<file path="config.mk">
export PLATFORM = sky130hd
export DESIGN_NAME = cache_fill_fsm
export DESIGN_NICKNAME = d
export VERILOG_FILES = /design/src/rtl/cache_pkg.sv /design/src/rtl/fill_counter.sv /design/src/rtl/full_adder_16bit.sv /design/src/rtl/cache_fill_fsm.sv
export SDC_FILE = /design/constraint.sdc
export NUM_CORES = 1
export LEC_CHECK = 0
export CAP_MARGIN = 15
export CORE_ASPECT_RATIO = 1.5
export CORE_MARGIN = 5
export CORE_UTILIZATION = 38
export CTS_CLUSTER_DIAMETER = 80
export CTS_CLUSTER_SIZE = 8
export DETAILED_ROUTE_END_ITERATION = 10
export PLACE_DENSITY = 0.81
export SLEW_MARGIN = 20
export SYNTH_ARGS = -nofsm -noshare
export SYNTH_HDL_FRONTEND = slang
export SYNTH_SLANG_ARGS = --single-unit
</file>
<file path="constraint.sdc">
create_clock -name clk -period 2.4 [get_ports clk]
set_input_delay 0.48 -clock clk [delete_from_list [all_inputs] [get_ports clk]]
set_output_delay 0.48 -clock clk [all_outputs]
set_load 0.05 [all_outputs]
</file>
<file path="src/rtl/cache_pkg.sv">
// Shared cache definitions: block geometry and the fill engine state encoding.
package cache_pkg;

  localparam int BLOCK_OFFSET_BITS   = 4;
  localparam int DEF_WORDS_PER_BLOCK = 8;

  typedef enum logic {
    IDLE = 1'b0,
    FILL = 1'b1
  } fill_state_t;

endpackage

</file>
<file path="src/rtl/fill_counter.sv">
// 4-bit counter with synchronous clear, increment enable and saturation at limit.
module fill_counter (
  input  logic       clk,
  input  logic       rst,
  input  logic       clr,
  input  logic       inc,
  input  logic [3:0] limit,
  output logic [3:0] cnt
);

  logic [3:0] cnt_q;
  logic [3:0] cnt_d;

  // Clear wins over increment; increment stops once the limit is reached.
  always_comb begin
    cnt_d = cnt_q;
    if (clr) begin
      cnt_d = 4'd0;
    end else if (inc && (cnt_q < limit)) begin
      cnt_d = cnt_q + 4'd1;
    end
  end

  // Counter register.
  always_ff @(posedge clk) begin
    if (rst) begin
      cnt_q <= 4'd0;
    end else begin
      cnt_q <= cnt_d;
    end
  end

  assign cnt = cnt_q;

endmodule

</file>
<file path="src/rtl/full_adder_16bit.sv">
// Plain binary adder used for block-relative address generation; carry-out is
// dropped so results wrap modulo 2^W.
module full_adder_16bit #(
  parameter int W = 16
) (
  input  logic [W-1:0] a,
  input  logic [W-1:0] b,
  output logic [W-1:0] sum
);

  assign sum = a + b;

endmodule

</file>
<file path="src/rtl/cache_fill_fsm.sv">
// Cache miss fill engine: on a miss, issues one main-memory read per cycle for
// every word of the block, writes each returning word into the data array, and
// writes the tag alongside the final word. fsm_busy stalls the CPU meanwhile.
//
// Memory return interface: memory_data_valid is a one-cycle qualifier with no
// back-pressure; the engine must accept the word in the very cycle it is
// valid. Words return in issue order, so counting valids identifies the word.
module cache_fill_fsm
  import cache_pkg::*;
#(
  parameter int WORDS_PER_BLOCK = DEF_WORDS_PER_BLOCK,
  parameter int ADDR_W          = 16,
  parameter int DATA_W          = 16
) (
  input  logic              clk,
  input  logic              rst,
  input  logic              miss_detected,
  input  logic [ADDR_W-1:0] miss_address,
  input  logic              memory_data_valid,
  input  logic [DATA_W-1:0] memory_data,
  output logic              fsm_busy,
  output logic              mem_read_en,
  output logic [ADDR_W-1:0] memory_address,
  output logic              write_data_array,
  output logic [2:0]        data_word_sel,
  output logic [DATA_W-1:0] write_data,
  output logic              write_tag_array
);

  localparam logic [3:0] WPB       = 4'(WORDS_PER_BLOCK);
  localparam logic [3:0] LAST_WORD = 4'(WORDS_PER_BLOCK - 1);
  localparam logic [ADDR_W-1:0] BASE_MASK =
    {{(ADDR_W-BLOCK_OFFSET_BITS){1'b1}}, {BLOCK_OFFSET_BITS{1'b0}}};

  fill_state_t       state_q, state_d;
  logic [ADDR_W-1:0] base_addr_q, base_addr_d;
  logic [3:0]        issue_cnt;
  logic [3:0]        recv_cnt;
  logic [ADDR_W-1:0] issue_addr;
  logic              in_fill;
  logic              issuing;
  logic              last_word;

  assign in_fill   = (state_q == FILL);
  assign issuing   = in_fill && (issue_cnt < WPB);
  assign last_word = in_fill && memory_data_valid && (recv_cnt == LAST_WORD);

  // Both counters are held at zero while idle, so each fill starts from word 0.
  fill_counter u_issue_cnt (
    .clk   (clk),
    .rst   (rst),
    .clr   (!in_fill),
    .inc   (issuing),
    .limit (WPB),
    .cnt   (issue_cnt)
  );

  fill_counter u_recv_cnt (
    .clk   (clk),
    .rst   (rst),
    .clr   (!in_fill),
    .inc   (in_fill && memory_data_valid),
    .limit (LAST_WORD),
    .cnt   (recv_cnt)
  );

  // Word offset is added to the aligned base; the base has zero low bits, so
  // the offset never carries into the block index.
  full_adder_16bit #(.W(ADDR_W)) u_addr_add (
    .a   (base_addr_q),
    .b   ({{(ADDR_W-5){1'b0}}, issue_cnt, 1'b0}),
    .sum (issue_addr)
  );

  // Next-state: start a fill on a miss seen while idle, finish on the last word.
  always_comb begin
    state_d     = state_q;
    base_addr_d = base_addr_q;
    case (state_q)
      IDLE: begin
        if (miss_detected) begin
          base_addr_d = miss_address & BASE_MASK;
          state_d     = FILL;
        end
      end
      FILL: begin
        if (last_word) begin
          state_d = IDLE;
        end
      end
      default: state_d = IDLE;
    endcase
  end

  // State and base address registers.
  always_ff @(posedge clk) begin
    if (rst) begin
      state_q     <= IDLE;
      base_addr_q <= '0;
    end else begin
      state_q     <= state_d;
      base_addr_q <= base_addr_d;
    end
  end

  // Outputs: all zero while idle; during a fill the receive side is a direct
  // pass-through of the memory return qualified by the word count.
  always_comb begin
    fsm_busy         = 1'b0;
    mem_read_en      = 1'b0;
    memory_address   = '0;
    write_data_array = 1'b0;
    data_word_sel    = 3'd0;
    write_data       = '0;
    write_tag_array  = 1'b0;
    if (in_fill) begin
      fsm_busy         = 1'b1;
      mem_read_en      = issuing;
      memory_address   = issuing ? issue_addr : base_addr_q;
      write_data_array = memory_data_valid;
      data_word_sel    = recv_cnt[2:0];
      write_data       = memory_data;
      write_tag_array  = last_word;
    end
  end

endmodule

</file>
==> Implementation_results.wiki <==
{| class="wikitable"
! Metric !! Value
|-
| Status || complete, no violations
|-
| Leakage power || about 0.00095 uW
|-
| Slew at the pin closest to its max-slew limit || slightly above 500 ps
|-
| Die outline width || 57.46 microns
|-
| Hold WS || ~470 ps
|-
| Unique cell type count in the Yosys netlist || 33
|-
| Final core utilization || 0.7483
|-
| Highest clock frequency the design can meet || 424.7 MHz
|-
| Share of power burned in the clock network || 0.246
|-
| First-pass GRT wire length || approximately 6.1 mm
|-
| Total clock buffers created by CTS || 3
|-
| Clock transition at the register clock pins on the worst setup and hold paths after CTS || 80 ps
|-
| Terminating pin of the worst hold path || base_addr_q[15]
|-
| DRC || 0
|-
| Fill count || 241
|-
| Sw frac || 0.3195
|-
| Slew Limit Headroom || 0.6639
|-
| Routed via count || 1,434
|-
| Pin count of the biggest net entering global routing || 24
|-
| Via/cell ratio || 4.997
|-
| WP data arrival || between 1500 and 2000 ps
|-
| Total routing resource utilization after global routing || 0.1653
|-
| Worst Setup End Kind || output port
|-
| Data required time of the worst path || around 1900 ps
|-
| Highest fanout seen on the critical path || 6
|-
| Final hold vios || 0
|-
| Cell type with the largest total area after synthesis || dfxtp_1
|-
| Register area share after synthesis || 0.3275
|-
| Root buffer cell || clkbuf_8
|-
| Router iterations before antenna repair || 4
|-
| Share of the synthesized area in the top cell type || 0.3275
|-
| Share of power burned in combinational logic || 0.350
|-
| Total power divided by cell area || around 370 nW/um^2
|-
| Synthesized Nets || about 220
|-
| Area overhead of the layout relative to synthesis || 95.32%
|-
| Hold-critical path depth || 2
|-
| Synth warn || 0
|-
| Hold WC Path Type || register to register
|-
| Internal power consumption || 637.4 uW
|-
| Antenna cell count || 0
|-
| Routed Wire Length || 4.004 mm
|-
| Syn Area/Cell || between 7 and 8 sq um
|-
| Via count of the first global-routing pass || 1,333
|-
| Final Max Tran Viols || 0
|-
| Last weighted congestion value of the routability-driven placer || 0.7698
|-
| Finish-stage setup viols || 0
|-
| Max-capacitance violation count || 0
|-
| Setup Crit Path Kind || register to output port
|-
| Period minus WS final || 2355 ps
|-
| Peak supply drop || 0.0004580 V
|-
| Port buffer count || 69
|-
| Floorplan die area || 4664 sq um
|-
| Clock Path Buffers || 2
|-
| Seq cells post-synth || 21
|-
| Number of antenna violations at the first check in global routing || 0
|-
| H-tree level count || 1
|-
| Reg-to-Reg End || u_recv_cnt.cnt[0]
|-
| Average wire per cell in the routed design || 13.95 microns
|-
| Die Ht || 81.19 microns
|-
| Hold Path Origin || base_addr_q[15]
|-
| Number of cells produced by synthesis || 175
|-
| Leading cell type in the layout, fill and taps excluded || buf_12
|-
| Cell area after synthesis || about 1300 sq um
|-
| Cells taking the most area after synthesis || dfxtp_1 (33%), and2_1 (12%), nand2_1 (8.5%)
|-
| Clock skew || 3.232 ps
|-
| Clock tree from TritonCTS || built
|-
| Detailed Place HPWL || 3.083 mm
|-
| DR iter-0 viols || 40
|-
| Worst R2R Setup Slack || 1050 ps
|-
| Clock latency reported for the late side of the worst-skew pair || 260 ps
|-
| Remaining Overflow, GRT || 0
|-
| Clock sink count || 21
|-
| Net count, final || 286
|-
| Crit share post-route || 0.9812
|-
| Core Rows || 26
|-
| Net switching power figure || roughly 300 uW
|-
| Critical Path Source Type || register
|-
| Area of the core || between 3000 and 4000 sq um
|-
| FF-to-FF Start || u_recv_cnt.cnt[0]
|-
| Worst reg2reg path depth || 4
|-
| Share of layout cells above drive strength 1 || 0.3020
|-
| Top Ports || 75
|-
| Initial cell density of the core || 0.3831
|-
| Register share of total power || 0.404
|-
| Commonest non-fill, non-tap cells in the layout || buf_12 (33), clkdlybuf4s50_1 (31), nand2_1 (29)
|-
| Antenna Violating Nets Remaining || 0
|}
-- logic make-up (layout without fill, tap and decap cells) --
logic type	count (synthesis)	after routing	share of synthesized area
xor+xnor	4	4	0.02730
compound gates	33	33	0.1423
buf+inv	15	85	0.04971
other cells	1	1	0.002921
flops	21	21	0.3275
mux	4	4	0.03119
fa+ha+maj	4	4	0.03899
simple gates	93	93	0.3801
-- timing repair --
action                                  in CTS  in global routing
pin swaps                                    1                  3
hold buffers                                 0                  0
gates resized for setup                      9                  7
buffers inserted                             0                  2
endpoints found under the setup margin       8                  8
-- metrics by stage --
| stage | std cells | power (uW) | TNS [ps] | setup WS (ps) | cell area [sq um] |
|---|---|---|---|---|---|
| floorplan | 175 | 537.7 | -255.4 | -63.84 | 1310 |
| detailed placement | 281 | 709.8 | 0 | 50.58 | 2371 |
| global placement | 281 | 704.5 | 0 | 106.8 | 2371 |
| CTS | 285 | 938.1 | -8.417 | -4.813 | 2452 |
| finish | 287 | 936.7 | 0 | 45.21 | 2507 |
| global route | 287 | 971.8 | -45.96 | -29.70 | 2507 |
-- cell usage after synthesis --
cell / count
and3b_1: 1
nor2_1: 12
or3_1: 1
and2_1: 24
buf_4: 1
nor3_1: 1
a31oi_1: 2
or4_1: 3
o31ai_1: 3
ha_1: 4
buf_2: 3
nand3b_1: 1
nor4_1: 1
mux2i_1: 4
nand2b_1: 3
nand4b_1: 2
clkbuf_1: 7
conb_1: 1
and3_1: 2
or3_2: 3
nor2b_1: 4
nand4_1: 1
a21oi_1: 21
o311ai_0: 1
xor2_1: 2
xnor2_1: 2
dfxtp_1: 21
inv_1: 3
nand3_1: 5
o41ai_1: 1
buf_1: 1
o21ai_0: 5
nand2_1: 29
-- state kept, by name (all words and copies together), names as in the netlist --
signal,count
base_addr_q,12
u_issue_cnt.cnt,4
u_recv_cnt.cnt,4
in_fill,1
-- power groups by stage --
stage                     clock network, uW  registers (uW)  logic, uW
after CTS                               234             377        327
after floorplan                           0             385        152
after detailed placement                  0             386        324
after global placement                    0             385        320
final                                   230             379        327
after global routing                    246             381        345
-- routing by layer --
| layer | share of wire | vias up | global-route usage |
|---|---|---|---|
| met1 | 0.36 | 670 | 0.1788 |
| met5 | 0 | - | 0 |
| met2 | 0.59 | 28 | 0.3247 |
| met3 | 0.040 | 6 | 0.01590 |
| li1 | - | 730 | - |
| met4 | 0.014 | 0 | 0.05568 |
-- area by class of cell --
class	count	area (sq um)	share of cell area
clock buffer	3	41.29	0.01647
clock inverter	1	5.005	0.001996
inverter	3	11.26	0.004491
multi-input combinational	139	895.9	0.3573
sequential	21	425.4	0.1697
tap	42	52.55	0.02096
timing repair buffer	78	1076	0.4291
-- worst max-delay path: stages, from the launching register on --
cell and delay [ps]:
dfxtp_4 400, ha_4 170, ha_4 160, nand3_4 90, or4_4 450, a21oi_4 180
buf_12 150
-- worst max-delay path by stage --
stage / from / to / slack, ps / cells after the start
2_1_floorplan: in_fill / memory_address[11] / -60 / 4
3_3_place_gp: u_issue_cnt.cnt[3] / memory_address[12] / 110 / 6
3_5_place_dp: u_issue_cnt.cnt[3] / memory_address[12] / 50 / 6
4_1_cts: u_issue_cnt.cnt[3] / memory_address[15] / -5 / 5
5_1_grt: u_issue_cnt.cnt[3] / memory_address[13] / -30 / 5
6_report: u_issue_cnt.cnt[3] / memory_address[12] / 50 / 6
No activity file was read; power rests on OpenSTA's default activity.
